===== config.mk =====
export PLATFORM = sky130hd
export DESIGN_NAME = fp_normalize_pipe
export DESIGN_NICKNAME = d
export VERILOG_FILES = /design/src/rtl/fp_norm_pkg.sv /design/src/rtl/fp_lzc.sv /design/src/rtl/fp_normalize_pipe.sv
export SDC_FILE = /design/constraint.sdc
export NUM_CORES = 1
export LEC_CHECK = 0
export ABC_AREA = 1
export BUFFER_PORTS_ARGS = -buffer_cell sky130_fd_sc_hd__buf_2
export CAP_MARGIN = 20
export CORE_UTILIZATION = 60
export CTS_BUF_LIST = sky130_fd_sc_hd__clkbuf_8
export CTS_CLUSTER_DIAMETER = 100
export CTS_CLUSTER_SIZE = 28
export DETAILED_ROUTE_END_ITERATION = 6
export GPL_ROUTABILITY_DRIVEN = 0
export HOLD_SLACK_MARGIN = 0.05
export PLACE_DENSITY = 0.93
export REMOVE_ABC_BUFFERS = 1
export SYNTH_ARGS = -nofsm -noshare
export SYNTH_HDL_FRONTEND = slang
export SYNTH_SLANG_ARGS = --single-unit
export TNS_END_PERCENT = 100

===== constraint.sdc =====
create_clock -name clk -period 2.25 [get_ports clk]
set_input_delay 0.45 -clock clk [delete_from_list [all_inputs] [get_ports clk]]
set_output_delay 0.45 -clock clk [all_outputs]
set_load 0.01 [all_outputs]

===== src/rtl/fp_norm_pkg.sv =====
// rtl/fp_norm_pkg.sv - shared types and helpers for the FADD/FSUB normaliser
package fp_norm_pkg;

  typedef enum logic [2:0] {
    CARRY,
    ZERO,
    SUBN,
    NORM,
    TINY
  } norm_case_e;

  // Control half of the stage-1 payload; the parametric mantissa/exponent live beside it.
  typedef struct packed {
    norm_case_e ncase;
    logic       sign;
    logic       zero;
    logic       tiny;
    logic       ovf;
    logic       sticky_lo;
  } s1_payload_t;

  function automatic int unsigned exp_max(input int unsigned w);
    return (32'd1 << w) - 32'd1;
  endfunction

endpackage


===== src/rtl/fp_lzc.sv =====
// rtl/fp_lzc.sv - combinational leading-zero counter, binary tree over a heap-indexed node array
module fp_lzc #(
  parameter int W     = 48,
  parameter int CNT_W = $clog2(W + 1)
) (
  input  logic [W-1:0]     data_i,
  output logic [CNT_W-1:0] count_o,
  output logic             all_zero_o
);

  localparam int P  = 1 << $clog2(W);
  localparam int CW = $clog2(P) + 1;

  logic [P-1:0]  padded;
  logic          nv [1:2*P-1];
  logic [CW-1:0] nc [1:2*P-1];

  // Padding below the LSB with ones keeps counts of non-zero inputs unchanged.
  generate
    if (P > W) begin : g_pad
      assign padded = {data_i, {(P - W){1'b1}}};
    end else begin : g_nopad
      assign padded = data_i;
    end
  endgenerate

  genvar k;
  generate
    for (k = 0; k < P; k++) begin : g_leaf
      assign nv[P + k] = padded[P - 1 - k];
      assign nc[P + k] = '0;
    end
    for (k = 1; k < P; k++) begin : g_node
      localparam int D    = $clog2(k + 1) - 1;
      localparam int HALF = P >> (D + 1);
      assign nv[k] = nv[2*k] | nv[2*k + 1];
      assign nc[k] = nv[2*k] ? nc[2*k] : (CW'(HALF) + nc[2*k + 1]);
    end
  endgenerate

  assign all_zero_o = ~|data_i;
  assign count_o    = all_zero_o ? CNT_W'(W) : CNT_W'(nc[1]);

endmodule


===== src/rtl/fp_normalize_pipe.sv =====
// rtl/fp_normalize_pipe.sv - 2-stage normaliser between mantissa adder and rounder
// Stage 1 classifies the sum and picks shift/exponent; stage 2 shifts and extracts fraction and G/R/S.
module fp_normalize_pipe
  import fp_norm_pkg::*;
#(
  parameter int EXP_W = 8,
  parameter int MAN_W = 23,
  parameter int SUM_W = 48
) (
  input  logic             clk,
  input  logic             rst_n,
  input  logic             flush,
  input  logic             in_valid,
  output logic             in_ready,
  input  logic             sign_in,
  input  logic             eff_sub,
  input  logic             carry_in,
  input  logic [SUM_W-1:0] mant_in,
  input  logic [EXP_W-1:0] exp_in,
  output logic             out_valid,
  input  logic             out_ready,
  output logic             sign_out,
  output logic [EXP_W-1:0] exp_out,
  output logic [MAN_W-1:0] mant_out,
  output logic             guard,
  output logic             round_b,
  output logic             sticky,
  output logic             zero_out,
  output logic             tiny_out,
  output logic             ovf_out
);

  localparam int LZC_W = $clog2(SUM_W + 1);
  localparam int STK_W = SUM_W - MAN_W - 3;
  localparam logic [EXP_W:0]   EXP_ONES = (EXP_W + 1)'(exp_max(EXP_W));
  localparam logic [EXP_W:0]   EXP_INC1 = (EXP_W + 1)'(1);
  localparam logic [EXP_W-1:0] EXP_DEC1 = EXP_W'(1);

  logic             en1, en2;
  logic [LZC_W-1:0] lz;
  logic             mant_zero;

  logic             s1_valid_q;
  s1_payload_t      s1_pl_q, s1_pl_d;
  logic [SUM_W-1:0] s1_mant_q;
  logic [EXP_W-1:0] s1_exp_q, s1_exp_d;
  logic [LZC_W-1:0] s1_lsh_q, s1_lsh_d;
  logic [EXP_W:0]   exp_inc;

  logic             s2_valid_q;
  logic             sign_q, guard_q, round_q, sticky_q, zero_q, tiny_q, ovf_q;
  logic             guard_d, round_d, sticky_d;
  logic [EXP_W-1:0] exp_q;
  logic [MAN_W-1:0] mant_q, mant_d;
  logic [SUM_W-2:0] shifted;

  assign en2      = ~s2_valid_q | out_ready;
  assign en1      = ~s1_valid_q | en2;
  assign in_ready = en1;

  fp_lzc #(.W(SUM_W), .CNT_W(LZC_W)) u_lzc (
    .data_i     (mant_in),
    .count_o    (lz),
    .all_zero_o (mant_zero)
  );

  always_comb begin
    s1_pl_d       = '0;
    s1_pl_d.ncase = NORM;
    s1_pl_d.sign  = sign_in;
    s1_exp_d      = '0;
    s1_lsh_d      = '0;
    exp_inc       = {1'b0, exp_in} + EXP_INC1;
    if (carry_in) begin
      s1_pl_d.ncase     = CARRY;
      s1_pl_d.sticky_lo = mant_in[0];
      if (exp_inc >= EXP_ONES) begin
        s1_pl_d.ovf       = 1'b1;
        s1_pl_d.sticky_lo = 1'b0;
        s1_exp_d          = EXP_ONES[EXP_W-1:0];
      end else begin
        s1_exp_d = exp_inc[EXP_W-1:0];
      end
    end else if (mant_zero) begin
      s1_pl_d.ncase = ZERO;
      s1_pl_d.zero  = 1'b1;
      s1_pl_d.sign  = sign_in & ~eff_sub;
    end else if (exp_in == '0) begin
      s1_pl_d.ncase = SUBN;
      s1_pl_d.tiny  = ~mant_in[SUM_W-1];
      s1_exp_d      = {{(EXP_W-1){1'b0}}, mant_in[SUM_W-1]};
    end else if (32'(lz) < 32'(exp_in)) begin
      s1_pl_d.ncase = NORM;
      s1_lsh_d      = lz;
      s1_exp_d      = exp_in - EXP_W'(lz);
    end else begin
      // Shift only as far as the minimum exponent allows; the result stays subnormal.
      s1_pl_d.ncase = TINY;
      s1_pl_d.tiny  = 1'b1;
      s1_lsh_d      = LZC_W'(exp_in - EXP_DEC1);
    end
  end

  always_comb begin
    shifted = (s1_pl_q.ncase == CARRY) ? s1_mant_q[SUM_W-1:1]
                                       : (s1_mant_q[SUM_W-2:0] << s1_lsh_q);
    mant_d   = shifted[SUM_W-2 -: MAN_W];
    guard_d  = shifted[STK_W+1];
    round_d  = shifted[STK_W];
    sticky_d = (|shifted[STK_W-1:0]) | s1_pl_q.sticky_lo;
    if (s1_pl_q.ovf) begin
      mant_d   = '0;
      guard_d  = 1'b0;
      round_d  = 1'b0;
      sticky_d = 1'b0;
    end
  end

  always_ff @(posedge clk or negedge rst_n) begin
    if (!rst_n) begin
      s1_valid_q <= 1'b0;
      s2_valid_q <= 1'b0;
    end else if (flush) begin
      s1_valid_q <= 1'b0;
      s2_valid_q <= 1'b0;
    end else begin
      if (en1) s1_valid_q <= in_valid;
      if (en2) s2_valid_q <= s1_valid_q;
    end
  end

  always_ff @(posedge clk or negedge rst_n) begin
    if (!rst_n) begin
      s1_pl_q   <= '0;
      s1_mant_q <= '0;
      s1_exp_q  <= '0;
      s1_lsh_q  <= '0;
    end else if (en1 && in_valid) begin
      s1_pl_q   <= s1_pl_d;
      s1_mant_q <= mant_in;
      s1_exp_q  <= s1_exp_d;
      s1_lsh_q  <= s1_lsh_d;
    end
  end

  always_ff @(posedge clk or negedge rst_n) begin
    if (!rst_n) begin
      sign_q   <= 1'b0;
      exp_q    <= '0;
      mant_q   <= '0;
      guard_q  <= 1'b0;
      round_q  <= 1'b0;
      sticky_q <= 1'b0;
      zero_q   <= 1'b0;
      tiny_q   <= 1'b0;
      ovf_q    <= 1'b0;
    end else if (en2 && s1_valid_q) begin
      sign_q   <= s1_pl_q.sign;
      exp_q    <= s1_exp_q;
      mant_q   <= mant_d;
      guard_q  <= guard_d;
      round_q  <= round_d;
      sticky_q <= sticky_d;
      zero_q   <= s1_pl_q.zero;
      tiny_q   <= s1_pl_q.tiny;
      ovf_q    <= s1_pl_q.ovf;
    end
  end

  assign out_valid = s2_valid_q;
  assign sign_out  = sign_q;
  assign exp_out   = exp_q;
  assign mant_out  = mant_q;
  assign guard     = guard_q;
  assign round_b   = round_q;
  assign sticky    = sticky_q;
  assign zero_out  = zero_q;
  assign tiny_out  = tiny_q;
  assign ovf_out   = ovf_q;

endmodule


==> qor.yml, run 1 <==
grtUsageTotal: 0.7098
ys_ff_latch: 110
synth_ff_type: "dfrtp_1"
grt_max_degree: 64
synth_area_um2: 8327
dp_cells: 1574
port_buffers: 103
overflow: 7
post_synth_num_cell_types: 50
postGrtWorstEndpoint: "s1_exp_q[2]$_DFFE_PN0P_/D"
synth_fa_ha_area_frac: 0.01893
place_area_um2: 9610
numCtsBuffers: 9
cts_sinks: 110
dp_hpwl_um: 20380
status: "stopped before the end"
io_pins: 104
start_util: 0.6214
synthArstFlopShare: 1.000
clockBufferDepth: 2
endpoint_type: "sequential cell input"
dieWidth_um: 119.8
synthCells: 1249
synth_commonest_cells: "nand2_1, nand3_1, dfrtp_1"
yosys.area_share.xor_xnor: 0.01262
synth_top_family_by_area: "simple AND/OR/NAND/NOR gates"
htreeDepth: 3
syn_avg_cell_area_um2: 6.667
yosysMostFrequentCell: "nand2_1"
synthMuxAreaShare: 0.01758
yosys.area.top_type: "dfrtp_1"
synth-edff-count: 0
yosysWarningCount: 0
cts_root_buf: "clkbuf_8"
row_count: 42
synth_compound_area_frac: 0.1645
die_h_um: 119.8
stop_error: "[ERROR GRT-0232] Routing congestion too high. Check the congestion heatmap in the GUI."
synth_area_leaders: "dfrtp_1, nand2_1, nand3_1, o21ai_0, inv_1"
yosysTopAreaCellShare: 0.3306
synth_seq_area_share: 0.3306
stop_stage: "global routing"
synthSimpleGateAreaFrac: 0.3611
[logic make-up after synthesis]
| family | after synthesis |
|---|---|
| buffers and inverters | 176 |
| xor gates and xnor gates | 12 |
| and+or+nand+nor | 680 |
| adders and majority gates | 12 |
| DFF | 110 |
| AOI/OAI and AO/OA | 245 |
| muxes | 14 |
[layer usage]
layer  GRT usage  GRT overflow
met5      0.3493             0
met1      0.7115             0
met4      0.6797             4
met3      0.5913             0
met2      0.8472             3
[repair_timing]
action | CTS
endpoints found under the hold margin | 16
gates resized for setup | 68
endpoints found under the setup margin | 18
pin swaps | 23
setup buffers | 19
hold buffers | 1
[per-stage QoR]
stage / setup slack [ns] / TNS (ns)
floorplan: -1.316 / -49.88
global placement: -0.8425 / -13.81
detailed placement: -1.003 / -16.31
CTS: -0.4048 / -5.911
==> inputs of run 2 (changes only) <==
--- a/config.mk
+++ b/config.mk
@@ -8,14 +8,10 @@
 export ABC_AREA = 1
 export BUFFER_PORTS_ARGS = -buffer_cell sky130_fd_sc_hd__buf_2
 export CAP_MARGIN = 20
-export CORE_UTILIZATION = 60
-export CTS_BUF_LIST = sky130_fd_sc_hd__clkbuf_8
-export CTS_CLUSTER_DIAMETER = 100
-export CTS_CLUSTER_SIZE = 28
+export CORE_UTILIZATION = 40
 export DETAILED_ROUTE_END_ITERATION = 6
 export GPL_ROUTABILITY_DRIVEN = 0
-export HOLD_SLACK_MARGIN = 0.05
-export PLACE_DENSITY = 0.93
+export PLACE_DENSITY_LB_ADDON = 0.15
 export REMOVE_ABC_BUFFERS = 1
 export SYNTH_ARGS = -nofsm -noshare
 export SYNTH_HDL_FRONTEND = slang
==> run 2 against run 1 <==
The flow now finishes, with violations (negative setup slack). Area after synthesis unchanged. Synthesized cell count unchanged.
==> qor.yml, run 2 <==
syn_avg_cell_area_um2: 6.667  # unchanged
final_common_cell: "nand2_1"
die_h_um: 146.3  # was 119.8 um
largest_register: "s1_mant_q"
antenna_cells: 0
max_stage_delay_ns: 0.41
drive_gt1_frac: 0.2620
grt_pass1_wl_um: 43370
final-seq-area_um2: 2754
power_mw: 6.429
core_um2: 20300
rr_endpoint: "mant_out[16]"
cts_sinks: 110  # unchanged
path_cells: "buf_8 -> inv_6 -> nand2_4 -> nor3_4 -> inv_2 -> buf_4 -> buf_4 -> a21oi_2 -> buf_4 -> o211ai_1 -> ha_2 -> buf_6 -> nand2_1 -> nor2_1 -> nand4_1 -> nand2_2 -> inv_2 -> nor2_4 -> nand2_4 -> inv_4 -> nand2_1 -> o211ai_1"
drv_cap: 0
yosysTopAreaCellShare: 0.3306  # unchanged
reg2reg_from: "s1_lsh_q[0]"
firstDrtPassIters: 5
dieWidth_um: 146.3  # was 119.8 um
slew_headroom: 0.5569
multi_input_area_um2: 5055
ys_ff_latch: 110  # unchanged
slew_violations: 0
critPathMaxFanout: 6
numCtsBuffers: 9  # unchanged
cp_data_required_time_ns: 2.53
hold_viol_final: 0
crit_top_cell: "buf_4"
row_count: 52  # was 42
cts_tree: "built"
synth_area_leaders: "dfrtp_1, nand2_1, nand3_1, o21ai_0, inv_1"  # unchanged
synth_seq_area_share: 0.3306  # unchanged
synth_ff_type: "dfrtp_1"  # unchanged
wl_per_cell_um: 15.76
cpLargestDelayFamily: "simple AND/OR/NAND/NOR gates"
fin_crit_sh: 1.184
drt_iter0_drc: 928
path_class: "input pin to register"
overflow: 0
synthArstFlopShare: 1.000  # unchanged
grt_setup_unrepaired: "yes"
ff2ff_setup_slack_ns: 0.20
yosysMostFrequentCell: "nand2_1"  # unchanged
power.density_nw_per_um2: 600.6
yosys.area.top_type: "dfrtp_1"  # unchanged
clkLatencyLatePin_ns: 0.36
antenna_found_initial: 0
finalClockSkew_ns: 0.01197
start_util: 0.4102  # was 0.6214
yosysWarningCount: 0  # unchanged
tns_ns: -6.449
nets: 1525
ant_nets: 0
timing.hold.ws_ns: 0.2387
final_cell_mix: "nand2_1, nand3_1, buf_4"
worstMarginPinSlew_ns: 0.6639
synthCells: 1249  # unchanged
path_buf_inv: 9
dp_cells: 1688  # was 1,574
setup_viol: 18
worstHoldPathType: "input pin to register"
dp_hpwl_um: 20940  # was 20,380 um
drc_errors: 0
vias_per_cell: 5.323
worst-path-stages: 22
first_global_vias: 8393
synth_area_um2: 8327  # unchanged
grtUsageTotal: 0.2550
leakagePower_nw: 5.406
layout_setup_ws_ns: -0.4145
vias: 9176
critPathLaunchType: "input pin"
ff2ff_path_depth: 11
hold_start: "flush"
dieArea_um2: 21400
peakVddDrop_v: 0.0003507
synth-edff-count: 0  # unchanged
status: "finished, violations left"  # was stopped before the end
port_buffers: 103  # unchanged
violations: "negative setup slack"
path_clk_slew_ns: 0.08
cp_slowest_cell: "ha_2"
syn2layout_area_growth_pct: 28.57
period_minus_slack_ns: 2.665
hold_end: "out_valid"
largest_reg_flops: 48
fin_cells: 1724
wl_um: 27180
fill_cells: 2103
clockBufferDepth: 2  # unchanged
grt_max_degree: 65
fmax_mhz: 375.3
hold_path_depth: 2
cts_root_buf: "clkbuf_16"  # was clkbuf_8
endpoint_kind: "register"
io_pins: 104  # unchanged
htreeDepth: 3  # unchanged
synth_commonest_cells: "nand2_1, nand3_1, dfrtp_1"  # unchanged
post_synth_num_cell_types: 50  # unchanged
cp.arrival_ns: 2.94
run 2: cell counts after synthesis:
Identical to the previous run, type by type.
run 2: worst max-delay path by stage:
stage,start,endpoint,slack [ns]
2_1_floorplan,out_ready,s1_exp_q[0],-1.32
3_3_place_gp,mant_in[37],s1_lsh_q[3],-0.88
3_5_place_dp,mant_in[43],s1_lsh_q[3],-0.96
4_1_cts,mant_in[47],s1_exp_q[3],-0.47
5_1_grt,mant_in[27],s1_lsh_q[3],-0.60
6_report,mant_in[46],s1_lsh_q[3],-0.41
run 2: layer usage:
metal	GRT usage	part of all wire	routed length (um)
met1	0.3703	0.47	12830
met2	0.3960	0.45	12160
met3	0.03344	0.063	1701
met4	0.07031	0.018	479
met5	0	0	0
run 2: logic make-up (layout without fill, tap and decap cells):
family / count (synthesis) / in the layout / synth area share
AND/OR/NAND/NOR: 680 / 680 / 0.3611
adder cells (fa/ha/maj): 12 / 12 / 0.01893
AO/OA/AOI/OAI: 245 / 245 / 0.1645
buffers and inverters: 176 / 381 / 0.09467
multiplexers: 14 / 14 / 0.01758
flip-flops: 110 / 110 / 0.3306
XOR/XNOR: 12 / 12 / 0.01262
run 2: area by class of cell:
cell class                      instances  area share
Tap cell                              270     0.03156
Inverter                              105     0.03845
Timing Repair Buffer                  260      0.1725
Sequential cell                       110      0.2572
Clock buffer                            9     0.02104
Multi-Input combinational cell        963      0.4722
Clock inverter                          7    0.007013
run 2: stage by stage:
step	util	setup WS, ns	cell area, um2
after floorplan	-	-1.316	7935
after global placement	0.4897	-0.8787	9941
after detailed placement	0.4897	-0.9553	9941
after CTS	0.5153	-0.4697	10460
after global routing	0.5274	-0.5971	10710
final	0.5274	-0.4145	10710
run 2: where the power goes:
group          switching, mW  internal, mW
logic                   1.43         0.912
registers              0.196          2.25
clock network          0.846         0.791
total                   2.47          3.96
run 2: timing repair:
action,4_1_cts,5_1_grt
hold buffers,1,0
endpoints found under the setup margin,18,29
setup buffers,13,7
resized for setup,31,54
hold endpoints to repair,20,0
pin swaps,21,35
Power figures use the tool's default switching activity.
==> inputs of run 3 (changes only) <==
--- a/config.mk
+++ b/config.mk
@@ -5,7 +5,7 @@
 export SDC_FILE = /design/constraint.sdc
 export NUM_CORES = 1
 export LEC_CHECK = 0
-export ABC_AREA = 1
+export ABC_AREA = 0
 export BUFFER_PORTS_ARGS = -buffer_cell sky130_fd_sc_hd__buf_2
 export CAP_MARGIN = 20
 export CORE_UTILIZATION = 40
==> run 3 against run 2 <==
The run ends with design-rule violations, negative setup slack left. Total power up 16%. Clock power up 6%. Setup slack worse by 0.65 ns. Combinational power up 36%. Critical path type unchanged. Largest cell class unchanged.
==> qor.yml, run 3 <==
status: "finished, violations left"  # unchanged
violations: "design-rule violations, negative setup slack"  # was negative setup slack
layout_setup_ws_ns: -1.061  # was -0.4145 ns
hold_viol_final: 0  # unchanged
synth_ff_type: "dfrtp_1"  # unchanged
grt_pass1_wl_um: 47800  # was 43,370 um
final_cell_mix: "buf_4, nand2_1, dfrtp_1"  # was nand2_1, nand3_1, buf_4
row_count: 52  # unchanged
post_synth_num_cell_types: 65  # was 50
clkLatencyLatePin_ns: 0.36  # about the same
numCtsBuffers: 9  # unchanged
ant_nets: 0  # unchanged
die_h_um: 145.3  # was 146.3 um
cts_sinks: 110  # unchanged
nets: 1318  # was 1,525
cts_root_buf: "clkbuf_16"  # unchanged
cts_hold_buf: 0  # was 1
yosys.area.top_type: "dfrtp_1"  # unchanged
yosysWarningCount: 0  # unchanged
use_met2: 0.4647  # was 0.3960
drv_cap: 0  # unchanged
htreeDepth: 3  # unchanged
syn2layout_area_growth_pct: 52.48  # was 28.57%
dp_hpwl_um: 22000  # was 20,940 um
drive_gt1_frac: 0.5076  # was 0.2620
place_area_um2: 10660  # was 9941 um2
dieArea_um2: 21120  # was 21,400 um2
busiest_layer: "met2"  # unchanged
vias_per_cell: 5.792  # was 5.323
power_mw: 7.434  # was 6.429 mW
grtUsageTotal: 0.2899  # was 0.2550
final_common_cell: "buf_4"  # was nand2_1
wl_per_cell_um: 20.16  # was 15.76 um
port_buffers: 103  # unchanged
cp_data_required_time_ns: 2.49  # was 2.53 ns
timing.hold.ws_ns: 0.07012  # was 0.2387 ns
setup_viol: 42  # was 18
yosysTopAreaCellShare: 0.3350  # was 0.3306
cts_tree: "built"  # unchanged
vias: 8786  # was 9,176
endpoint_kind: "register"  # unchanged
worstMarginPinSlew_ns: 1.151  # was 0.6639 ns
wl_um: 30590  # was 27,180 um
grt_setup_unrepaired: "yes"  # unchanged
worstHoldPathType: "input pin to async pin"  # was input pin to register
peakVddDrop_v: 0.0004542  # was 0.0003507 V
critPathMaxFanout: 4  # was 6
utilization: 0.6213  # was 0.5274
firstDrtPassIters: 7  # was 5
synth-edff-count: 0  # unchanged
largest_register: "s1_mant_q"  # unchanged
fmax_mhz: 302.0  # was 375.3 MHz
fin_crit_sh: 1.472  # was 1.184
design_area_um2: 12530  # was 10,710 um2
drt_iter0_drc: 755  # was 928
start_util: 0.4074  # was 0.4102
dieWidth_um: 145.3  # was 146.3 um
core_um2: 20170  # was 20,300 um2
path_class: "input pin to register"  # unchanged
largest_reg_flops: 48  # unchanged
fin_cells: 1517  # was 1,724
ys_ff_latch: 110  # unchanged
clockBufferDepth: 2  # unchanged
cp.arrival_ns: 3.55  # was 2.94 ns
drc_errors: 3  # was 0
period_minus_slack_ns: 3.311  # was 2.665 ns
synth_commonest_cells: "nand2_1, dfrtp_1, o21ai_0"  # was nand2_1, nand3_1, dfrtp_1
critPathLaunchType: "input pin"  # unchanged
antenna_cells: 0  # unchanged
slew_headroom: 0.2268  # was 0.5569
leakagePower_nw: 5.596  # was 5.406 nW
syn_avg_cell_area_um2: 9.001  # was 6.667 um2
gr-usage-met1: 0.4007  # was 0.3703
yosysMostFrequentCell: "nand2_1"  # unchanged
path_clk_slew_ns: 0.08  # about the same
io_pins: 104  # unchanged
slew_violations: 0  # unchanged
synth_area_um2: 8218  # was 8327 um2
synthCells: 913  # was 1,249
overflow: 0  # unchanged
first_global_vias: 8564  # was 8,393
finalClockSkew_ns: 0.01608  # was 0.01197 ns
antenna_found_initial: 0  # unchanged
synth_seq_area_share: 0.3350  # was 0.3306
synth_area_leaders: "dfrtp_1, mux4_2, nand2_1, mux2i_1, o21ai_0"  # was dfrtp_1, nand2_1, nand3_1, o21ai_0, inv_1
synthArstFlopShare: 1.000  # unchanged
power.density_nw_per_um2: 593.3  # was 600.6 nW/um2
dp_cells: 1462  # was 1,688
grt_max_degree: 80  # was 65
met3_usage: 0.04483  # was 0.03344
==> run 3: cell types whose count changed in the layout (fill, tap and decap cells not counted), sizes merged, moves of 33 or more <==
cell   change
buf      +122
inv       -82
mux2i     +33
mux4      +45
nand2    -207
nand3    -165
o21ai     -67
==> run 3: area by class of cell <==
cell class	count	area [um2]
Clock buffer	10	239.0
Tap cell	270	337.8
Clock inverter	6	75.07
Fill cell	1698	7639
Sequential cell	110	2756
Inverter	23	86.33
Multi-Input combinational cell	717	6077
Timing Repair Buffer	381	2959
==> run 3: path summary, 6_finish.rpt <==
| path | start | end | slack, ns | cells past startpoint |
|---|---|---|---|---|
| max in group asynchronous | rst_n | s1_mant_q[5] | 1.49 | 2 |
| hold reg to reg | mant_out[8] | mant_out[8] | 0.47 | 2 |
| hold / removal | rst_n | s1_mant_q[46] | 0.07 | 1 |
| min in group clk | flush | out_valid | 0.26 | 2 |
| setup / recovery | mant_in[25] | s1_lsh_q[3] | -1.06 | 18 |
| setup reg to reg | s1_lsh_q[1] | sticky | -0.43 | 10 |
==> run 3: report_power, final <==
| group | total [mW] | switching, mW | internal [mW] |
|---|---|---|---|
| registers | 2.51 | 0.261 | 2.25 |
| clock network | 1.74 | 0.823 | 0.917 |
| logic | 3.18 | 1.57 | 1.61 |
| total | 7.43 | 2.66 | 4.78 |
==> run 3: logic make-up after synthesis <==
kind of cell,synth area share
and+or+nand+nor,0.1925
AOI/OAI and AO/OA,0.1687
muxes,0.2218
DFF,0.3350
buffers and inverters,0.04796
xor gates and xnor gates,0.01492
adders and majority gates,0.01918
==> run 3: layer usage <==
metal  vias up  part of all wire
li1       4022                 -
met1      4267              0.43
met2       424              0.47
met3        73             0.070
met4         0             0.031
met5         -                 0
==> run 3: critical path, stage by stage <==
cell	delay, ns
buf_6	0.10
nor4_4	0.27
buf_4	0.18
nand2_4	0.06
buf_6	0.11
o311a_1	0.34
o21ai_2	0.08
and3_4	0.22
ha_4	0.13
inv_2	0.04
fa_2	0.36
a21o_1	0.20
a21oi_2	0.16
o21ai_2	0.07
a311o_1	0.43
buf_6	0.16
nand2_8	0.08
o221ai_2	0.11
==> run 3: repair_timing <==
action                     in CTS  in global routing
buffers inserted               30                 15
pin swaps                      72                 50
setup endpoints to repair      41                 44
gates resized for setup       217                 96
cloned                          5                  0
hold endpoints to repair        0                  0
==> run 3: through the flow <==
step | TNS, ns | setup WS, ns
final | -21.34 | -1.061
after global routing | -25.12 | -1.228
after CTS | -19.06 | -0.9608
after detailed placement | -39.07 | -2.070
after global placement | -36.88 | -1.932
after floorplan | -59.50 | -1.602
